### src/rtl/ahb_arbiter_rr.sv
// ahb_arbiter_rr: parametrised AHB bus arbiter.
// Supports fixed-priority or round-robin winner selection and a burst-length
// fairness limit for unlocked owners. A SPLIT response masks the current
// owner until the slave pulses its HSPLIT bit.
// The grant vector, HMASTER and HMASTLOCK are all registered outputs.
module ahb_arbiter_rr #(
  parameter int NUM_MASTERS     = 16,
  parameter int ARB_MODE        = 1,
  parameter int DEFAULT_MASTER  = 0,
  parameter int MAX_BURST_BEATS = 16
) (
  input  logic                             HCLK,
  input  logic                             HRESET,
  input  logic [NUM_MASTERS-1:0]           HBUSREQx,
  input  logic [NUM_MASTERS-1:0]           HLOCKx,
  input  logic [NUM_MASTERS-1:0]           HSPLIT,
  input  logic                             HREADY,
  input  logic [1:0]                       HTRANS,
  input  logic [1:0]                       HRESP,
  output logic [NUM_MASTERS-1:0]           HGRANTx,
  output logic [$clog2(NUM_MASTERS)-1:0]   HMASTER,
  output logic                             HMASTLOCK
);

  localparam int MW = $clog2(NUM_MASTERS);
  localparam int BW = 8;
  localparam logic [MW-1:0]          DEF_IDX    = MW'(DEFAULT_MASTER);
  localparam logic [MW-1:0]          LAST_IDX   = MW'(NUM_MASTERS - 1);
  localparam logic [NUM_MASTERS-1:0] DEF_GRANT  = NUM_MASTERS'(1) << DEFAULT_MASTER;
  localparam logic [BW-1:0]          BEAT_LIMIT = BW'(MAX_BURST_BEATS);
  localparam logic [1:0]             RESP_SPLIT = 2'b11;

  logic [NUM_MASTERS-1:0] grant_q, grant_d;
  logic [MW-1:0]          master_q, master_d;
  logic                   mastlock_q, mastlock_d;
  logic [NUM_MASTERS-1:0] split_q, split_d;
  logic [BW-1:0]          beat_q, beat_d;
  logic [MW-1:0]          rr_q, rr_d;

  logic [MW-1:0]          cur;
  logic [MW-1:0]          winner;
  logic                   found;
  int                     idx;
  logic [NUM_MASTERS-1:0] eligible;
  logic                   hold;
  logic                   expired;
  logic                   rearb;
  logic                   unused_htrans;

  // Only HTRANS[1] distinguishes an active beat (NONSEQ/SEQ) from IDLE/BUSY.
  assign unused_htrans = HTRANS[0];

  // Decode the one-hot grant register back into the current owner index.
  always_comb begin
    cur = '0;
    for (int i = 0; i < NUM_MASTERS; i++) begin
      if (grant_q[MW'(i)]) cur = MW'(i);
    end
  end

  assign eligible = HBUSREQx & ~split_q;
  // A locked, requesting, unmasked owner keeps the bus regardless of beat count.
  assign hold     = HBUSREQx[cur] && HLOCKx[cur] && !split_q[cur];
  assign expired  = (beat_q == BEAT_LIMIT);
  assign rearb    = HREADY && !hold && (!HBUSREQx[cur] || split_q[cur] || expired);

  // Pick the next owner: lowest eligible index, or first eligible at/after rr_q.
  always_comb begin
    winner = DEF_IDX;
    found  = 1'b0;
    idx    = 0;
    if (ARB_MODE == 0) begin
      for (int i = NUM_MASTERS - 1; i >= 0; i--) begin
        if (eligible[MW'(i)]) begin
          winner = MW'(i);
          found  = 1'b1;
        end
      end
    end else begin
      for (int k = 0; k < NUM_MASTERS; k++) begin
        idx = int'(rr_q) + k;
        if (idx >= NUM_MASTERS) idx = idx - NUM_MASTERS;
        if (!found && eligible[MW'(idx)]) begin
          winner = MW'(idx);
          found  = 1'b1;
        end
      end
    end
  end

  // Next-state for grant, beat counter, pointer, split mask and address-phase owner.
  // The beat counter restarts on every re-arbitration, so an owner that re-wins
  // after expiry starts a fresh tenure of MAX_BURST_BEATS beats.
  always_comb begin
    grant_d    = grant_q;
    rr_d       = rr_q;
    beat_d     = beat_q;
    master_d   = master_q;
    mastlock_d = mastlock_q;
    split_d    = split_q & ~HSPLIT;
    if (HRESP == RESP_SPLIT && !HREADY) split_d[master_q] = 1'b1;
    if (rearb) begin
      grant_d         = '0;
      grant_d[winner] = 1'b1;
      beat_d          = '0;
      if (winner != cur && HBUSREQx[winner]) begin
        rr_d = (winner == LAST_IDX) ? '0 : winner + 1'b1;
      end
    end else if (HREADY && HTRANS[1] && beat_q < BEAT_LIMIT) begin
      beat_d = beat_q + 1'b1;
    end
    if (HREADY) begin
      master_d   = cur;
      mastlock_d = HLOCKx[cur] && HBUSREQx[cur];
    end
  end

  // State registers; reset returns ownership to the default master with no masks.
  always_ff @(posedge HCLK or posedge HRESET) begin
    if (HRESET) begin
      grant_q    <= DEF_GRANT;
      master_q   <= DEF_IDX;
      mastlock_q <= 1'b0;
      split_q    <= '0;
      beat_q     <= '0;
      rr_q       <= '0;
    end else begin
      grant_q    <= grant_d;
      master_q   <= master_d;
      mastlock_q <= mastlock_d;
      split_q    <= split_d;
      beat_q     <= beat_d;
      rr_q       <= rr_d;
    end
  end

  assign HGRANTx   = grant_q;
  assign HMASTER   = master_q;
  assign HMASTLOCK = mastlock_q;

endmodule

### config.mk
export PLATFORM = sky130hd
export DESIGN_NAME = ahb_arbiter_rr
export DESIGN_NICKNAME = d
export VERILOG_FILES = /design/src/rtl/ahb_arbiter_rr.sv
export SDC_FILE = /design/constraint.sdc
export NUM_CORES = 1
export LEC_CHECK = 0
export BUFFER_PORTS_ARGS = -buffer_cell sky130_fd_sc_hd__buf_2
export CAP_MARGIN = 20
export CORE_ASPECT_RATIO = 1.4
export CORE_MARGIN = 2
export CORE_UTILIZATION = 45
export DETAILED_ROUTE_END_ITERATION = 10
export HOLD_SLACK_MARGIN = 0.02
export PLACE_DENSITY = 0.68
export SLEW_MARGIN = 15
export SYNTH_ARGS = -nofsm -noshare
export SYNTH_HDL_FRONTEND = slang
export SYNTH_SLANG_ARGS = --single-unit
### constraint.sdc
create_clock -name HCLK -period 4.81 [get_ports HCLK]
set_input_delay 0.2405 -clock HCLK [delete_from_list [all_inputs] [get_ports HCLK]]
set_output_delay 0.2405 -clock HCLK [all_outputs]
set_load 0.02 [all_outputs]
# Word-level counts from Yosys, hierarchy flattened
# Index checks and enable logic that the tools add are counted.
[totals]
reg_bits = 49
latchBits = 0
ramBits = 0
romBits = 0
in_bits = 55
out_inout_bits = 21
elab_cells = 252
n_memories = 0
[op_classes]
addsub = 33
n_mul = 0
div_mod_pow = 0
n_lt_le_gt_ge = 38
n_eq_ne = 4
shifts = 0
mux = 118
bitwise_logic = 5
reduce_logical = 48
[ops]
columns = ["cell", "n"]
rows = [
  ["$mux W4", 37],
  ["$lt A4 B6 Y1 const B", 16],
  ["$bmux W1 S4", 20],
  ["$ge A5 B5 Y1 const B", 15],
  ["$sub A4 B1 Y4 const B", 16],
  ["$mux W1", 54],
  ["$add A4 B4 Y5 const B", 8],
  ["$and A16 B16 Y16", 2],
  ["$not A16 Y16", 2],
  ["$logic_and A1 B1 Y1", 25],
  ["$add A4 B3 Y5 const B", 4],
  ["$logic_not A1 Y1", 19],
  ["$mux W16", 1],
  ["$mux W8", 2],
  ["$or A16 B16 Y16", 1],
  ["$lt A4 B5 Y1 const B", 3],
  ["$add A4 B2 Y5 const B", 2],
  ["$add A8 B1 Y8 const B", 1],
  ["$demux W1 S4", 2],
  ["$eq A8 B5 Y1 const B", 1],
  ["$ge A4 B1 Y1 const B", 2],
  ["$lt A8 B5 Y1 const B", 1],
  ["$add A4 B1 Y5 const B", 1],
  ["$ge A4 B5 Y1 const B", 1],
  ["8 further kinds", 10],
]

# Longest topological paths before layout
# Gate-level depths: netlist (run 1).
[logic_depth]
depth_word = 55
depth_mapped = 19
depth_no_buf = 15

# Worst setup path after synthesis (run 1)
# No wires, ideal clock.
[synth_path]
kind = "flip-flop to flip-flop"
from = "reg rr_q[1]"
to = "reg rr_q[3]"
setup_time_ns = 0.125
t_arrival_ns = 4.764
t_required_ns = 4.685
slack_ns = -0.079
path_stages_with_launch = 18
n_path_buf = 4
synth_period_minus_slack_ns = 4.889
cell_sequence = "dfrtp_1 -> buf_2 -> clkinv_1 -> clkbuf_1 -> ha_1 -> buf_2 -> buf_1 -> mux4_2 -> a2bb2oi_2 -> o21ai_2 -> or3_1 -> a2111oi_0 -> o21a_1 -> o22a_4 -> inv_4 -> mux4_2 -> a221oi_4 -> mux2_4"
[synth_via]
elab_chain_cells = 55
word_cells_on_any_way = 180
classes_between = "add/sub: 32; order compare: 16; eq/ne: 2; mux: 98; reduce/logical: 32"
[synth_rtl]
columns = ["item", "line_no", "text"]
rows = [
  ["start, declared", "38", "logic [MW-1:0] rr_q, rr_d;"],
  ["start signal, assigned", "133", "rr_q <= rr_d;"],
  ["branches (longest 50 deep; another with $add A4 B1 Y5)", "--", ""],
  ["$mux W4 (*)", "83", "if (!found && eligible[MW'(idx)]) begin"],
  ["$bmux W1 S4", "106", "if (winner != cur && HBUSREQx[winner]) begin"],
  ["$mux W1 (implied by the code)", "106", ""],
  ["$logic_and A1 B1 Y1", "106", ""],
  ["$reduce_and A2 Y1 (no line)", "--", ""],
]
# Every way passes the cells marked *. The select of a mux whose other input is x is not followed.
# A chain may end at the register's enable or synchronous reset.

# Worst setup path after layout (run 1)
[layout_path]
from = "reg split_q[4]"
to = "reg rr_q[0]"
[layout_via]
elab_chain_cells = 55
word_cells_on_any_way = 128
classes_between = "add/sub: 1; eq/ne: 2; mux: 84; bitwise: 2; reduce/logical: 39"
[layout_rtl]
columns = ["item", "line_no", "text"]
rows = [
  ["start, declared", "36", "logic [NUM_MASTERS-1:0] split_q, split_d;"],
  ["start signal, assigned", "131", "split_q <= split_d;"],
  ["$not A16 Y16", "61", "assign eligible = HBUSREQx & ~split_q;"],
  ["$and A16 B16 Y16", "61", ""],
  ["$bmux W1 S4", "83", ""],
  ["$mux W1 (implied by the code) (2 in a row)", "83", ""],
  ["$mux W1", "83", ""],
  ["$logic_not A1 Y1", "83", ""],
  ["$logic_and A1 B1 Y1", "83", ""],
  ["$mux W1", "83", ""],
  ["(+38 left out)", "--", ""],
  ["$mux W1", "83", ""],
  ["$logic_not A1 Y1", "83", ""],
  ["$logic_and A1 B1 Y1", "83", ""],
  ["$mux W4", "83", ""],
  ["$bmux W1 S4", "106", ""],
  ["$mux W1 (implied by the code)", "106", ""],
  ["$logic_and A1 B1 Y1", "106", ""],
  ["$reduce_and A2 Y1 (no line)", "--", ""],
]
# Several ways; a longest one is shown, not always the timed one. The select of a mux whose other input is x is not followed.

==> flow_summary.json, run 1 <==
{
  "route.detailed.drc": 0,
  "dp_hpwl_um": 12500,
  "routed_via_density": 6.24,
  "min_path_cells": 2,
  "setup_tns_ps": 0,
  "worst_pin_slew_ps": 763,
  "cp_max_fo": 7,
  "cts_buffer_depth": 2,
  "htreeDepth": 2,
  "netlist_area_sq_mm": 0.00516,
  "ff2ff_setup_slack_ps": 100,
  "cts_tree": "built",
  "globalRouteMet2Util_pct": 46.6,
  "cts.sinks": 48,
  "synth_cells": 543,
  "min_to": "split_q[9]$_DFF_PP0_",
  "drtAntennaViolNets": 0,
  "fin_worst_skew_ps": 2.26,
  "cp-start-kind": "flip-flop",
  "slew_headroom_pct": 48.8,
  "grt.overflow.total": 0,
  "routedWlPerCell_um": 20.7,
  "gr-max-usage-layer": "met2",
  "cp-end-kind": "flip-flop",
  "setup_viol": 0,
  "rows": 46,
  "synth_nets": 609,
  "antenna_found_initial": 0,
  "r2r-end": "rr_q[0]$_DFFE_PP0P_",
  "ys_async_sr_fraction_pct": 100,
  "postCtsSetupRepairBufs": 0,
  "slew_viol_final": 0,
  "yosys_warnings": 0,
  "antenna_cells": 0,
  "min_period_over_period_pct": 97.9,
  "synth_edf_count": 0,
  "numCtsBuffers": 5,
  "dieArea_sq_mm": 0.0124,
  "rsz0062_at_grt": "no",
  "ios": 76,
  "fin_nets": 692,
  "grtUsageMet3_pct": 3.67,
  "hold_viol_final": 0,
  "vias": 4809,
  "gp_congestion": 0.962,
  "synth_area_per_cell_sq_um": 9.51,
  "portBuffers": 65,
  "drtIter0Drc": 397,
  "path_clk_slew_ps": 70,
  "r2r_cells": 14,
  "hold_class": "input port to flip-flop",
  "floorplan.core_area_sq_mm": 0.0113,
  "synth_cell_types": 84,
  "r2r_start": "split_q[4]$_DFF_PP0_",
  "synth-seq-cells": 48,
  "grt_pass1_vias": 4913,
  "drv_cap": 0,
  "ys_seq_area_share_pct": 23.3,
  "grt_use_total_pct": 26.8,
  "status": "completed",
  "drive_gt1_share_pct": 29.0,
  "syn_to_final_growth_pct": 16.1,
  "worstSetupPathType": "flip-flop to flip-flop",
  "min-delay-start": "HSPLIT[9]",
  "die_x_um": 94.5,
  "required_ps": 5020,
  "worstSkewPairLatency_ps": 290,
  "grt_pass1_wl_um": 25600,
  "cp.arrival_ps": 4920,
  "start_util_pct": 45.8,
  "root_buffer": "clkbuf_16",
  "die-height_um": 131,
  "ys.flop_type": "dfrtp_1",
  "use_met1_pct": 32.1,
  "max_freq_mhz": 212,
  "grt_max_degree": 49,
  "routed_wl_um": 16000,
  "first_pass_iters": 5,
  "min_period_ps": 4710
}
-- registers in the layout (all words and copies together) (netlist names) --
register   flops
HMASTER        3
beat_q         8
HMASTLOCK      1
HGRANTx       16
rr_q           4
split_q       16
-- cell families (layout without fill, tap and decap cells) --
logic type | after synthesis | in the layout | share of synthesized area, %
adders and majority gates | 11 | 11 | 2.66
AOI/OAI and AO/OA | 130 | 130 | 18.8
DFF | 48 | 48 | 23.3
and+or+nand+nor | 184 | 184 | 18.9
other | 1 | 1 | 0.0726
buffers and inverters | 63 | 147 | 5.84
muxes | 91 | 91 | 27.8
xor gates and xnor gates | 15 | 15 | 2.69
-- Yosys cell counts, types with 6 or more instances --
master	number	area share, %
dfrtp_1	47	23
nand2_1	47	3.4
mux2i_1	38	7.4
nor2_1	37	2.7
inv_1	31	2.3
mux4_2	30	13
nor2b_1	30	3.6
nand2b_1	25	3.0
o21ai_0	21	2.0
a21oi_1	15	1.5
clkbuf_1	13	0.94
o22ai_1	13	1.6
ha_1	11	2.7
mux2_2	10	2.2
xnor2_1	10	1.7
a211oi_1	9	1.3
and2_1	9	1.1
a22o_1	8	1.4
nand3_1	8	0.78
nor3_1	8	0.78
buf_6	6	1.3
mux4_1	6	3.1
-- metrics by stage --
| stage | hold WS (ps) | std cells | instance area [sq um] | util, % | setup slack [ps] |
|---|---|---|---|---|---|
| floorplan | 306 | 543 | 5170 | - | 21.9 |
| global placement | 391 | 761 | 5800 | 51.4 | 224 |
| detailed placement | 392 | 761 | 5800 | 51.4 | 199 |
| CTS | 82.5 | 769 | 5950 | 52.8 | 154 |
| global route | 95.4 | 771 | 6000 | 53.2 | 11.1 |
| finish | 86.5 | 771 | 6000 | 53.2 | 99.9 |
-- metal layers --
metal | part of all wire (%) | wire (um)
met1 | 40 | 6340
met2 | 50 | 8010
met3 | 4.8 | 767
met4 | 5.2 | 833
met5 | 0 | 0
-- worst max path at each step --
| stage | from | to | slack (ps) | cells past startpoint |
|---|---|---|---|---|
| after global placement | rr_q[0]$_DFFE_PP0P_ | rr_q[3]$_DFFE_PP0P_ | 220 | 14 |
| after global routing | rr_q[0]$_DFFE_PP0P_ | rr_q[0]$_DFFE_PP0P_ | 10 | 15 |
| after floorplan | rr_q[1]$_DFFE_PP0P_ | rr_q[3]$_DFFE_PP0P_ | 20 | 16 |
| after CTS | rr_q[0]$_DFFE_PP0P_ | rr_q[0]$_DFFE_PP0P_ | 150 | 15 |
| final | split_q[4]$_DFF_PP0_ | rr_q[0]$_DFFE_PP0P_ | 100 | 14 |
| after detailed placement | rr_q[0]$_DFFE_PP0P_ | rr_q[0]$_DFFE_PP0P_ | 200 | 15 |
-- area by class of cell --
type                       count  area (sq um)
clock buffer                   6           139
clock inverter                 2          13.8
fill                        1080          5290
inverter                      36           144
multi-input combinational    432          3680
sequential                    48          1200
tap                          144           180
timing repair buffer         103           638
-- cells in the final DEF (no fill, tap or decap), types with 4 or more instances in the layout --
| master | n |
|---|---|
| mux4_2 | 30 |
| mux2_2 | 10 |
| clkbuf_16 | 5 |
| a21oi_1 | 15 |
| dfrtp_1 | 46 |
| mux2i_1 | 36 |
| inv_1 | 30 |
| xor2_1 | 4 |
| buf_2 | 65 |
| nand2_1 | 47 |
| a22o_1 | 8 |
| o21ai_0 | 21 |
| o31ai_1 | 4 |
| o22ai_1 | 13 |
| mux4_1 | 6 |
| a31oi_1 | 5 |
| nand3_1 | 8 |
| buf_4 | 35 |
| nor2b_1 | 30 |
| mux2i_2 | 4 |
| a211oi_1 | 9 |
| ha_1 | 11 |
| nor3_1 | 8 |
| or3_1 | 4 |
| nand2b_1 | 25 |
| xnor2_1 | 9 |
| and2_1 | 9 |
| mux2_4 | 4 |
| nor2_1 | 37 |
-- worst max-delay path, stage by stage, from the launching register on --
cell and delay [ps]:
dfrtp_1 410, nor2b_1 440, mux2i_1 380, mux4_2 560
mux2_2 340, and4_2 270, buf_4 160, a21boi_0 120
a2111oi_0 660, o31ai_1 200, o311a_1 200, and2_1 200
a221oi_4 310, buf_4 190, mux2i_1 180
-- repair_timing --
action	in CTS	in global routing
hold buffers	0	1
setup endpoints to repair	0	5
hold endpoints to repair	0	16
resized for setup	0	3
Power of run 1 is not shown: default switching activity piles up to over one toggle a cycle in this logic, so the estimate is an artifact.
==> run 2, diff against run 1 <==
--- a/config.mk
+++ b/config.mk
@@ -7,7 +7,7 @@
 export LEC_CHECK = 0
 export BUFFER_PORTS_ARGS = -buffer_cell sky130_fd_sc_hd__buf_2
 export CAP_MARGIN = 20
-export CORE_ASPECT_RATIO = 1.4
+export CORE_ASPECT_RATIO = 1.25
 export CORE_MARGIN = 2
 export CORE_UTILIZATION = 45
 export DETAILED_ROUTE_END_ITERATION = 10
==> flow_summary.json, run 2 (same netlist as run 1, synthesis figures left out) <==
{
  "status": "completed",
  "dp_cells": 748,
  "grt_max_degree": 49,
  "min_period_ps": 4510,
  "slew_headroom_pct": 54.8,
  "route.detailed.drc": 0,
  "grt_use_total_pct": 25.2,
  "root_buffer": "clkbuf_16",
  "postCtsSetupRepairBufs": 0,
  "drtIter0Drc": 326,
  "cts_hold_buf": 0,
  "r2r_start": "rr_q[0]$_DFFE_PP0P_",
  "vias": 4798,
  "final_cell_mix": "buf_2 (65), nand2_1 (47), dfrtp_1 (46), nor2_1 (37), mux2i_1 (37)",
  "required_ps": 5030,
  "portBuffers": 65,
  "antenna_cells": 0,
  "numCtsBuffers": 5,
  "max_freq_mhz": 222,
  "stdcell_count": 756,
  "slew_viol_final": 0,
  "routed_wl_um": 15100,
  "cts.sinks": 48,
  "antenna_found_initial": 0,
  "drtAntennaViolNets": 0,
  "fin_worst_skew_ps": 5.38,
  "grt_pass1_wl_um": 24500,
  "dieArea_sq_mm": 0.0124,
  "worst_path_most_repeated_cell": "mux4_2",
  "routed_via_density": 6.35,
  "die_x_um": 99.8,
  "min-delay-start": "HSPLIT[13]",
  "cts_buffer_depth": 2,
  "ctsResizeCount": 0,
  "ios": 76,
  "rows": 43,
  "layout_commonest_cell": "buf_2",
  "path_clk_slew_ps": 70,
  "fill_cells": 1008,
  "syn_to_final_growth_pct": 14.9,
  "dp_hpwl_um": 12000,
  "start_util_pct": 46.4,
  "postPlaceCellArea_sq_mm": 0.00575,
  "setup_viol": 0,
  "min_period_over_period_pct": 93.7,
  "routedWlPerCell_um": 20.0,
  "hold_viol_final": 0,
  "post-route-util_pct": 53.3,
  "gp_congestion": 1.03,
  "grt.overflow.total": 0,
  "drive_gt1_share_pct": 28.5,
  "die-height_um": 124,
  "crit_chain": "buf_8, mux4_2, mux2_2, o221a_2, or4_1, o211ai_1, o21ai_1, a211o_1, nand2_1, mux4_2, a221oi_4, buf_4, mux2i_1",
  "fin_nets": 686,
  "worstSetupStartpoint": "rr_q[0]$_DFFE_PP0P_",
  "cts_tree": "built",
  "setup_tns_ps": 0,
  "critPathBufInv": 2,
  "max_stage_delay_ps": 590,
  "first_pass_iters": 7,
  "drv_cap": 0,
  "worstSkewPairLatency_ps": 290,
  "hold_class": "input port to flip-flop",
  "cp.arrival_ps": 4720,
  "worstSetupPathType": "flip-flop to flip-flop",
  "cp-start-kind": "flip-flop",
  "cp-end-kind": "flip-flop",
  "htreeDepth": 2,
  "cp_top_family": "multiplexers",
  "cp_max_fo": 28,
  "design_area_sq_mm": 0.00593,
  "grt_pass1_vias": 4746,
  "rsz0062_at_grt": "no",
  "worst_pin_slew_ps": 671,
  "critPathSlowestCell": "mux4_2",
  "floorplan.core_area_sq_mm": 0.0111
}
==> run 2: worst paths after layout <==
path | to | slack [ps] | cells after the start
min in group asynchronous | split_q[10]$_DFF_PP0_ | 90 | 3
max in group asynchronous | rr_q[0]$_DFFE_PP0P_ | 4260 | 3
worst min register to register | HGRANTx[0]$_DFFE_PP1P_ | 480 | 2
worst max register to register | rr_q[2]$_DFFE_PP0P_ | 300 | 13
worst min-delay path | split_q[13]$_DFF_PP0_ | 80 | 2
worst max-delay path | rr_q[2]$_DFFE_PP0P_ | 300 | 13
==> run 2: worst reg2reg max path, cell delays in order (launching register included) <==
cell and delay [ps]:
dfrtp_2 490, buf_8 300, mux4_2 600, mux2_2 300
o221a_2 340, or4_1 520, o211ai_1 160, o21ai_1 120
a211o_1 370, nand2_1 150, mux4_2 360, a221oi_4 340
buf_4 180, mux2i_1 190
==> run 2: layout make-up <==
class | count | area (sq um) | area share (%)
sequential | 48 | 1200 | 20.3
multi-input combinational | 432 | 3690 | 62.2
clock inverter | 1 | 8.76 | 0.148
inverter | 36 | 144 | 2.43
clock buffer | 7 | 143 | 2.40
timing repair buffer | 97 | 573 | 9.66
tap | 135 | 169 | 2.85
==> run 2: metrics by stage <==
step                      setup slack, ps  hold slack [ps]
after CTS                            93.1             84.4
after global placement                229              391
after detailed placement              111              393
after floorplan                      21.9              306
after global routing                 16.4             88.7
final                                 304             83.8
==> run 2: metal layers <==
metal / part of all wire, % / global-route usage (%) / up-vias
li1: - / - / 2198
met1: 39 / 30.7 / 2339
met2: 50 / 44.6 / 208
met3: 6.3 / 3.59 / 53
met4: 4.4 / 10.8 / 0
met5: 0 / 0 / -
Power of run 2 is left out for the same reason.
